--- src/rtl/instr_encoder.sv ---
// Two-stage RISC-V instruction encoder: S1 latches the request fields, S2 holds the encoded word
// (or a rejection) until the consumer takes it, with good/error delivery counters.
module instr_encoder (
    input  logic        clk,
    input  logic        rst_n,
    input  logic        in_valid,
    output logic        in_ready,
    input  logic [2:0]  fmt,
    input  logic [6:0]  opcode,
    input  logic [2:0]  funct3,
    input  logic [4:0]  rd,
    input  logic [4:0]  rs1,
    input  logic [4:0]  rs2,
    input  logic [31:0] imm,
    output logic        out_valid,
    input  logic        out_ready,
    output logic [31:0] out_instr,
    output logic        out_err,
    output logic [15:0] enc_count,
    output logic [7:0]  err_count
);

    localparam logic [2:0] FmtI  = 3'd0;
    localparam logic [2:0] FmtS  = 3'd1;
    localparam logic [2:0] FmtSb = 3'd2;
    localparam logic [2:0] FmtU  = 3'd3;
    localparam logic [2:0] FmtUj = 3'd4;

    typedef struct packed {
        logic [2:0]  fmt;
        logic [6:0]  opcode;
        logic [2:0]  funct3;
        logic [4:0]  rd;
        logic [4:0]  rs1;
        logic [4:0]  rs2;
        logic [31:0] imm;
    } req_t;

    logic        s1_valid_q, s1_valid_d;
    req_t        s1_req_q, s1_req_d;
    logic        s2_valid_q, s2_valid_d;
    logic [31:0] s2_instr_q, s2_instr_d;
    logic        s2_err_q, s2_err_d;
    logic [15:0] enc_count_q, enc_count_d;
    logic [7:0]  err_count_q, err_count_d;

    logic        s2_adv;
    logic        s1_move;
    logic        accept;
    logic [31:0] enc_instr;
    logic        enc_err;
    logic [31:0] s1_imm;

    assign s2_adv   = !s2_valid_q || out_ready;
    assign s1_move  = s1_valid_q && s2_adv;
    assign in_ready = !s1_valid_q || s2_adv;
    assign accept   = in_valid && in_ready;
    assign s1_imm   = s1_req_q.imm;

    // Range checks: the immediate must be representable in the format's field width.
    always_comb begin
        enc_instr = 32'h0;
        enc_err   = 1'b0;
        case (s1_req_q.fmt)
            FmtI: begin
                enc_err   = !(&s1_imm[31:11] || ~|s1_imm[31:11]);
                enc_instr = {s1_imm[11:0], s1_req_q.rs1, s1_req_q.funct3, s1_req_q.rd,
                             s1_req_q.opcode};
            end
            FmtS: begin
                enc_err   = !(&s1_imm[31:11] || ~|s1_imm[31:11]);
                enc_instr = {s1_imm[11:5], s1_req_q.rs2, s1_req_q.rs1, s1_req_q.funct3,
                             s1_imm[4:0], s1_req_q.opcode};
            end
            FmtSb: begin
                enc_err   = !(&s1_imm[31:12] || ~|s1_imm[31:12]) || s1_imm[0];
                enc_instr = {s1_imm[12], s1_imm[10:5], s1_req_q.rs2, s1_req_q.rs1,
                             s1_req_q.funct3, s1_imm[4:1], s1_imm[11], s1_req_q.opcode};
            end
            FmtU: begin
                enc_err   = |s1_imm[11:0];
                enc_instr = {s1_imm[31:12], s1_req_q.rd, s1_req_q.opcode};
            end
            FmtUj: begin
                enc_err   = !(&s1_imm[31:20] || ~|s1_imm[31:20]) || s1_imm[0];
                enc_instr = {s1_imm[20], s1_imm[10:1], s1_imm[11], s1_imm[19:12], s1_req_q.rd,
                             s1_req_q.opcode};
            end
            default: enc_err = 1'b1;
        endcase
        if (enc_err) begin
            enc_instr = 32'h0;
        end
    end

    always_comb begin
        s1_valid_d  = s1_valid_q;
        s1_req_d    = s1_req_q;
        s2_valid_d  = s2_valid_q;
        s2_instr_d  = s2_instr_q;
        s2_err_d    = s2_err_q;
        enc_count_d = enc_count_q;
        err_count_d = err_count_q;

        if (s1_move) begin
            s1_valid_d = 1'b0;
        end
        if (accept) begin
            s1_valid_d = 1'b1;
            s1_req_d   = '{fmt: fmt, opcode: opcode, funct3: funct3, rd: rd, rs1: rs1, rs2: rs2,
                           imm: imm};
        end

        if (s2_adv) begin
            s2_valid_d = s1_valid_q;
            if (s1_valid_q) begin
                s2_instr_d = enc_instr;
                s2_err_d   = enc_err;
            end
        end

        if (s2_valid_q && out_ready) begin
            if (s2_err_q) begin
                if (err_count_q != 8'hFF) begin
                    err_count_d = err_count_q + 8'd1;
                end
            end else begin
                enc_count_d = enc_count_q + 16'd1;
            end
        end
    end

    always_ff @(posedge clk or negedge rst_n) begin
        if (!rst_n) begin
            s1_valid_q  <= 1'b0;
            s1_req_q    <= '0;
            s2_valid_q  <= 1'b0;
            s2_instr_q  <= 32'h0;
            s2_err_q    <= 1'b0;
            enc_count_q <= 16'h0;
            err_count_q <= 8'h0;
        end else begin
            s1_valid_q  <= s1_valid_d;
            s1_req_q    <= s1_req_d;
            s2_valid_q  <= s2_valid_d;
            s2_instr_q  <= s2_instr_d;
            s2_err_q    <= s2_err_d;
            enc_count_q <= enc_count_d;
            err_count_q <= err_count_d;
        end
    end

    assign out_valid = s2_valid_q;
    assign out_instr = s2_instr_q;
    assign out_err   = s2_err_q;
    assign enc_count = enc_count_q;
    assign err_count = err_count_q;

endmodule

--- config.mk ---
export PLATFORM = sky130hd
export DESIGN_NAME = instr_encoder
export DESIGN_NICKNAME = d
export VERILOG_FILES = /design/src/rtl/instr_encoder.sv
export SDC_FILE = /design/constraint.sdc
export NUM_CORES = 1
export LEC_CHECK = 0
export BUFFER_PORTS_ARGS = -buffer_cell sky130_fd_sc_hd__buf_2
export CAP_MARGIN = 10
export CORE_MARGIN = 4
export CORE_UTILIZATION = 42
export CTS_BUF_LIST = sky130_fd_sc_hd__clkbuf_2
export DETAILED_ROUTE_END_ITERATION = 10
export GPL_TIMING_DRIVEN = 0
export PLACE_DENSITY = 0.66
export SYNTH_ARGS = -nofsm -noshare
export SYNTH_HDL_FRONTEND = slang
export SYNTH_SLANG_ARGS = --single-unit
--- constraint.sdc ---
create_clock -name clk -period 2.7 [get_ports clk]
set_clock_uncertainty 0.1 [all_clocks]
set_input_delay 0.27 -clock clk [delete_from_list [all_inputs] [get_ports clk]]
set_output_delay 0.27 -clock clk [all_outputs]
set_load 0.01 [all_outputs]
Yosys cells after proc, flatten, opt, wreduce, memory -nomap -nowiden:

Cells that the tools add are included.

* register bits: 119
* input port bits: 64
* logic and storage cells: 57
* output and inout port bits: 59

* bitwise operators: 1
* reductions and logical operators: 31
* $add $sub $neg: 2
* mux-type cells: 5
* eq/ne operators: 5

Operator list (count)
* one-hot mux 32 bit (5 select lines): 1
* 2-to-1 mux 32 bit: 1
* OR reduction 12 bit: 2
* AND reduction 21 bit: 1
* OR reduction 21 bit: 1
* AND reduction 20 bit: 1
* OR reduction 20 bit: 1
* adder 16 x 1 -> 16 bit (second input constant): 1
* AND reduction 12 bit: 1
* adder 8 x 1 -> 8 bit (second input constant): 1
* zero test 1 bit: 8
* != test 8 bit (second input constant): 1
* logical OR 1 bit: 7
* equality test 3 x 2 -> 1 bit (second input constant): 2
* one-hot mux 1 bit (4 select lines): 1
* AND reduction 2 bit: 2
* equality test 3 x 1 -> 1 bit (second input constant): 1
* equality test 3 bit (second input constant): 1
* logical AND 1 bit: 3
* zero test 3 bit: 1
* AND reduction 3 bit: 1
* 2-to-1 mux 1 bit: 2
* nonzero test 2 bit: 1
* OR reduction 2 bit: 1
* inverter 1 bit: 1

Longest topological paths before layout:

Gate-level depths: netlist of the first run.

* depth in word-level cells: 7
* gate-level depth with buffers: 7
* mapped depth without buffers: 6

Worst setup path before layout of the first run:

No wires, ideal clock.

* path type: register -> register
* from: register s1_req_q, in the netlist s1_imm[20]
* to: register s2_instr_q[22] (netlist: out_instr[22])
* library setup time: 103 ps
* clock period less this slack: 1780 ps
* data required time: 2497 ps
* path buffers: 1
* slack: 920 ps
* data arrival time: 1576 ps
* cell stages (with the launch flop): 7
* path through: dfrtp_1 > nor4_2 > nand3_1 > nor3_2 > o21ai_2 > buf_2 > o41ai_2

* word-level cells in the longest chain between the ends: 7

Ends and longest elaborated chain
* start: declaration: line 40 `req_t s1_req_q, s1_req_d;`
* start signal: assignment: line 144 `s1_req_q <= s1_req_d;`
* OR reduction 20 bit / OR reduction 12 bit (equally long branches): line 76, 85
* zero test 1 bit (on tied branches): line 76, 85
* logical OR 1 bit (on tied branches): line 76, 85
* zero test 1 bit (on tied branches): line 76, 85
* logical OR 1 bit (on tied branches): line 76, 85
* one-hot mux 1 bit (4 select lines) (*): line 64 `case (s1_req_q.fmt)`
* 2-to-1 mux 32 bit (*): line 91 `if (enc_err) begin`
* end signal: assignment: line 146 `s2_instr_q <= s2_instr_d;`
* end: declaration: line 42 `logic [31:0] s2_instr_q, s2_instr_d;`

Every way passes the cells marked *; elsewhere a longest branch is shown, timed or not.
A chain may end at the register's enable or synchronous reset.

Final worst setup path of the first run:

* from: register s1_req_q, in the netlist s1_imm[18]
* to: register s2_instr_q[10] (netlist: out_instr[10])

* word-level cells in the longest chain between the ends: 7

Ends and longest elaborated chain
* OR reduction 20 bit: line 76 `enc_err = !(&s1_imm[31:12] || ~|s1_imm[31:12]) || s1_imm[0];`
* zero test 1 bit: line 76
* logical OR 1 bit: line 76
* zero test 1 bit: line 76
* logical OR 1 bit: line 76
* one-hot mux 1 bit (4 select lines) (*): line 64
* 2-to-1 mux 32 bit (*): line 91

Marked as above.

==> impl_metrics.py, run 1 <==
metrics = {
    "flow_run": {
        "drv_cap": 0,
    },
    "floorplan": {
        "dieArea_um2": 15500,
        "dieWidth_um": 124,
        "dieHeight_um": 124,
        "start_util_pct": 42.9,
        "coreArea_um2": 13200,
        "pin_count": 123,
        "rows": 42,
    },
    "synthesis": {
        "ys.flop_type": "dfrtp_1",
        "synth_area_leaders": "dfrtp_1, mux2_2, nand2_1, o31ai_1, xnor2_1",
        "synth-simple-area-share_pct": 14.1,
        "netlist_area_um2": 5680,
        "async_flop_share_pct": 100,
        "synth_seq_area_share_pct": 52.4,
        "synth_top_family_by_area": "multiplexers",
        "syn_area_per_cell_um2": 11.1,
        "ys_types": 47,
        "syn-num-nets": 577,
        "synth_compound_area_share_pct": 12.4,
        "yosys.area_share.adder_pct": 0.440,
        "synth_area_leader_cell": "dfrtp_1",
        "synth-edff-count": 0,
        "muxShareOfSynthArea_pct": 14.4,
        "synth-seq-cells": 119,
        "synthCells": 511,
        "synth_top_area_share_pct": 52.4,
        "synth-xor-area-share_pct": 3.39,
        "ys_warn_count": 0,
    },
    "timing": {
        "holdWs_ns": 0.263,
        "period_minus_slack_ns": 2.11,
        "finalHoldViolations": 0,
        "drv_slew": 0,
        "slew_headroom_pct": 53.4,
        "tightest_slew_ns": 0.699,
        "finalWorstSetupSlack_ns": 0.586,
        "finalSetupViolCount": 0,
        "rsz0062_at_grt": "false",
        "finalCritPeriodShare_pct": 78.3,
        "clock.fmax_ghz": 0.473,
    },
    "cts": {
        "cts_resized": 0,
        "clockBufferDepth": 2,
        "path_clk_slew_ns": 0.16,
        "cts_buffers": 17,
        "clockRootBuffer": "clkbuf_2",
        "cts_sinks": 119,
        "h-tree-depth": 4,
        "tritoncts": "yes",
        "clock_latency_ns": 0.66,
    },
    "grt": {
        "grt_pass1_wl_mm": 24.6,
        "grt_pass1_vias": 4801,
        "antenna_found_initial": 1,
        "gr-total-overflow": 0,
        "grt_max_degree": 73,
        "grt.total_usage_pct": 19.6,
    },
    "layout": {
        "finalNonFillerCells": 907,
        "drive_above_1_share_pct": 33.8,
        "syn_to_final_growth_pct": 30.2,
        "fin_nets": 785,
    },
    "route": {
        "detail_route.wl_per_cell_um": 16.3,
        "drc": 0,
        "totalWireLength_mm": 14.8,
        "ant_nets": 0,
        "dr_total_vias": 4745,
        "drtPass1Iterations": 5,
        "drtIter0Drc": 340,
        "avgViaCountPerCell": 5.23,
    },
    "worst_setup_path": {
        "crit_required_ns": 3.13,
        "r2r_cells": 6,
        "endpoint": "out_instr[10]",
        "r2r_slack_ns": 0.59,
        "worstSetupPathType": "flip-flop to flip-flop",
        "rr_startpoint": "s1_imm[18]",
        "crit_arrival_ns": 2.54,
        "start_kind": "flip-flop",
        "end_kind": "flip-flop",
        "crit_fanout": 10,
        "startpoint": "s1_imm[18]",
        "r2r-end": "out_instr[10]",
    },
    "worst_hold_path": {
        "hold_path.class": "input port to flip-flop",
    },
    "pwr": {
        "vdd_drop_max_uv": 447,
        "power_leakage_nw": 3.37,
        "fin_total_pwr_mw": 4.60,
        "cellPowerDensity_nw_per_um2": 622,
    },
    "placement": {
        "portBuffers": 122,
        "numPlacedInstances": 810,
        "dp_slack_ns": 0.554,
        "hpwl_mm": 10.9,
        "finalWeightedCongestion": 0.878,
    },
    "status": {
        "status": "completed",
    },
}
[routing by layer]
| metal | global-route usage [%] | vias to the layer above | routed length [um] | share of wire (%) |
|---|---|---|---|---|
| met4 | 5.87 | 0 | 211 | 1.4 |
| met1 | 25.3 | 2307 | 6470 | 44 |
| met2 | 32.1 | 162 | 7190 | 49 |
| met3 | 5.45 | 18 | 952 | 6.4 |
| met5 | 0 | - | 0 | 0 |
| li1 | - | 2258 | - | - |
[logic make-up after synthesis]
kind of cell / count (synthesis)
buffers and inverters: 35
flip-flops: 119
XOR/XNOR: 22
adder cells (fa/ha/maj): 2
AND/OR/NAND/NOR: 162
multiplexers: 73
AO/OA/AOI/OAI: 98
[metrics by stage]
stage	utilization, %	TNS [ns]	instance area, um^2
5_1_grt	55.9	0	7400
6_report	55.9	0	7400
2_1_floorplan	-	0	5680
3_3_place_gp	49.2	-13.61	6510
4_1_cts	55.9	0	7400
3_5_place_dp	49.4	0	6550
[state kept, by name, indices dropped and copies added (netlist names)]
name	cells
out_valid	1
s1_imm	32
out_err	1
s1_valid_q	1
s1_req_q	28
err_count	8
enc_count	16
out_instr	32
[power breakdown]
group	leakage (nW)	internal (mW)	total (mW)	switching, mW
combinational	1.76	0.637	1.33	0.690
clock	0.126	0.331	0.929	0.598
sequential	1.49	2.06	2.35	0.289
total	3.37	3.03	4.60	1.58
[cells in the final DEF, fill, tap and decap left out, types with 5 or more instances in the layout]
cell | synthesis | final
o21ai_0 | 7 | 7
nand2b_1 | 5 | 5
mux2_2 | 71 | 71
a22oi_1 | 13 | 13
nand3_1 | 9 | 9
nand2_1 | 79 | 79
o22ai_1 | 10 | 10
buf_2 | 7 | 128
xnor2_1 | 15 | 15
dlygate4sd3_1 | 0 | 65
o31ai_1 | 24 | 24
nor2_1 | 14 | 14
nor2b_1 | 19 | 19
a21oi_1 | 24 | 24
xor2_1 | 7 | 7
nor4_1 | 5 | 5
buf_1 | 8 | 8
dfrtp_1 | 119 | 119
nand4_1 | 10 | 10
clkbuf_2 | 0 | 23
clkbuf_1 | 16 | 16
[worst min-delay path by stage]
stage                 startpoint  depth (start not counted)  slack (ns)           end
detailed placement         rst_n                          1        0.13  err_count[2]
floorplan                  rst_n                          0       -0.13  enc_count[0]
CTS                      imm[26]                          3        0.19    s1_imm[26]
global route             imm[30]                          3        0.21    s1_imm[30]
finish                    rs1[0]                          3        0.26  s1_req_q[37]
global placement    out_instr[8]                          2        0.36  out_instr[8]
[synth_stat cells (all sizes together) (2+ instances only)]
| master | count |
|---|---|
| a22oi | 13 |
| and2 | 4 |
| mux2 | 71 |
| nor3 | 4 |
| nor2 | 15 |
| nand4 | 10 |
| xor2 | 7 |
| nand3 | 9 |
| o21ai | 9 |
| o31ai | 26 |
| o41ai | 6 |
| a22o | 4 |
| a21oi | 24 |
| ha | 2 |
| nand2 | 79 |
| dfrtp | 119 |
| clkbuf | 16 |
| o22ai | 10 |
| buf | 18 |
| nor2b | 19 |
| xnor2 | 15 |
| mux2i | 2 |
| nand2b | 5 |
| and3 | 3 |
| nor4 | 8 |
[layout make-up]
class | instances | area (um^2)
well taps | 176 | 220
diodes | 1 | 2.50
repair buffers | 189 | 1320
flip-flops and latches | 119 | 2980
fillers | 1163 | 5840
plain buffers | 34 | 159
multi-input cells | 357 | 2540
clock inverters | 7 | 56.3
clock buffers | 23 | 115
inverters | 1 | 3.75
[what timing repair did]
item / in CTS / in global routing
hold endpoints to repair: 184 / 0
buffers inserted: 0 / 0
hold buffers: 66 / 0
[worst max-delay path, stage by stage (launching register included)]
cell and delay (ns):
dfrtp_1 0.48, nand4_1 0.16, nor2_1 0.08, a311o_1 0.36, o21ai_2 0.26, clkbuf_1 0.41, o31ai_1 0.15
No activity file was read; power rests on OpenSTA's default activity.
==> inputs of run 2 (changes only) <==
==> constraint.sdc (replaced) <==
create_clock -name clk -period 2.1 [get_ports clk]
set_clock_uncertainty 0.1 [all_clocks]
set_input_delay 0.21 -clock clk [delete_from_list [all_inputs] [get_ports clk]]
set_output_delay 0.21 -clock clk [all_outputs]
set_load 0.01 [all_outputs]
==> run 2 against run 1 <==
Effect of this change:
- non-clock buffer count is 3 higher
- clock-buffer cell count stayed put
- register-to-register slack worse by 0.50 ns
- critical path type unchanged
- worst setup slack worse by 0.50 ns
- final area is 1.4% higher
- first-iteration DRC count is 4.7% lower
- sequential power is 29% higher
==> impl_metrics.py, run 2 (synthesized netlist as in run 1, its figures left out) <==
metrics = {
    "timing": {
        "period_minus_slack_ns": 2.01,
        "finalSetupViolCount": 0,
        "tightest_slew_ns": 0.522,
        "finalHoldViolations": 0,
        "drv_slew": 0,
        "holdWs_ns": 0.207,
        "slew_headroom_pct": 65.2,
        "finalCritPeriodShare_pct": 95.8,
        "clock.fmax_ghz": 0.497,
    },
    "route": {
        "drtIter0Drc": 324,
        "detail_route.wl_per_cell_um": 16.3,
        "dr_total_vias": 4766,
        "drc": 0,
        "totalWireLength_mm": 14.9,
        "ant_nets": 0,
        "drtPass1Iterations": 5,
        "avgViaCountPerCell": 5.24,
    },
    "worst_hold_path": {
        "worstHoldEndpoint": "s1_req_q[37]",
        "hold_path.startpoint": "rs1[0]",
        "hold_path.class": "input port to flip-flop",
        "whs_path_depth": 3,
    },
    "floorplan": {
        "coreArea_um2": 13200,
        "pin_count": 123,
        "dieWidth_um": 124,
        "rows": 42,
        "dieHeight_um": 124,
        "start_util_pct": 42.9,
        "dieArea_um2": 15500,
    },
    "worst_setup_path": {
        "crit_arrival_ns": 2.48,
        "crit_fanout": 10,
        "r2r_slack_ns": 0.09,
        "crit_required_ns": 2.57,
        "worstSetupPathType": "flip-flop to flip-flop",
        "end_kind": "flip-flop",
        "r2r_cells": 6,
        "start_kind": "flip-flop",
        "rr_startpoint": "s1_req_q[58]",
        "r2r-end": "out_instr[31]",
    },
    "cts": {
        "clock_latency_ns": 0.66,
        "clockBufferDepth": 2,
        "path_clk_slew_ns": 0.16,
        "tritoncts": "yes",
        "cts_sinks": 119,
        "clockRootBuffer": "clkbuf_2",
        "h-tree-depth": 4,
        "cts_buffers": 17,
    },
    "layout": {
        "final_cell_mix": "buf_2, dfrtp_1, nand2_1",
        "finalNonFillerCells": 910,
        "drive_above_1_share_pct": 37.5,
        "layout_commonest_cell": "buf_2",
        "syn_to_final_growth_pct": 32.1,
        "fin_nets": 788,
    },
    "pwr": {
        "vdd_drop_max_uv": 585,
        "power_leakage_nw": 3.43,
        "cellPowerDensity_nw_per_um2": 796,
    },
    "grt": {
        "gr-total-overflow": 0,
        "grt_max_degree": 73,
        "antenna_found_initial": 1,
        "grt_pass1_wl_mm": 24.6,
        "grt_pass1_vias": 4801,
        "grt.total_usage_pct": 19.6,
    },
    "status": {
        "status": "completed",
    },
    "placement": {
        "portBuffers": 122,
        "hpwl_mm": 10.9,
        "finalWeightedCongestion": 0.878,
        "numPlacedInstances": 810,
    },
    "flow_run": {
        "drv_cap": 0,
    },
}
==> run 2: cell count changes in the layout (fill, tap and decap cells not counted), moves of 2 or more <==
cell | previous run | this run
buf_1 | 8 | 3
buf_2 | 128 | 130
buf_4 | 0 | 3
clkbuf_1 | 16 | 9
clkbuf_2 | 23 | 32
dfrtp_1 | 119 | 110
dfrtp_2 | 0 | 9
nor4_1 | 5 | 3
nor4_4 | 0 | 3
==> run 2: metal layers <==
| layer | share of wire [%] | global-route usage, % | vias to the layer above |
|---|---|---|---|
| met2 | 49 | 32.1 | 162 |
| met3 | 5.9 | 5.45 | 16 |
| li1 | - | - | 2268 |
| met4 | 1.3 | 5.87 | 0 |
| met1 | 44 | 25.3 | 2320 |
| met5 | 0 | 0 | - |
==> run 2: worst max path at each step <==
stage	depth (start not counted)	startpoint	end
finish	6	s1_req_q[58]	out_instr[31]
global route	6	s1_imm[17]	out_instr[21]
CTS	6	s1_imm[16]	out_instr[22]
detailed placement	4	out_valid	s1_req_q[53]
global placement	1	rst_n	s1_imm[26]
floorplan	6	s1_imm[20]	out_instr[22]
==> run 2: cell type report <==
| cell class | instances | area [um^2] |
|---|---|---|
| Antenna cell | 1 | 2.50 |
| Buffer | 34 | 176 |
| Clock buffer | 23 | 115 |
| Clock inverter | 7 | 56.3 |
| Fill cell | 1152 | 5740 |
| Inverter | 1 | 3.75 |
| Multi-Input combinational cell | 357 | 2600 |
| Sequential cell | 119 | 2990 |
| Tap cell | 176 | 220 |
| Timing Repair Buffer | 192 | 1350 |
==> run 2: critical path, stage by stage (launching register included) <==
cell	delay (ns)
dfrtp_1	0.37
buf_2	0.20
clkbuf_1	0.40
clkbuf_1	0.45
o22ai_1	0.16
nand2_1	0.16
o31ai_2	0.07
==> run 2: stage by stage <==
stage                     cell area [um^2]  worst slack (ns)  total power, mW  util, %  TNS, ns
final                                 7510            0.0887             5.98     56.7        0
after CTS                             7400           0.00863             5.98     55.9        0
after floorplan                       5680             0.320             4.02        -        0
after global placement                6510            -0.664             4.60     49.2   -77.87
after global routing                  7510           -0.0286             6.35     56.7  -0.0621
after detailed placement              6550           0.00933             4.67     49.4        0
==> run 2: power breakdown <==
part | switching (mW) | internal, mW | leakage (nW)
Clock | 0.772 | 0.426 | 0.126
Sequential | 0.387 | 2.65 | 1.48
Combinational | 0.898 | 0.843 | 1.82
Total | 2.06 | 3.92 | 3.43
==> run 2: what timing repair did <==
action	in CTS	in global routing
hold buffers	66	0
hold endpoints to repair	187	0
buffers inserted	0	3
setup endpoints to repair	23	72
gates cloned	0	0
gates resized for setup	4	33
pin swaps	0	2
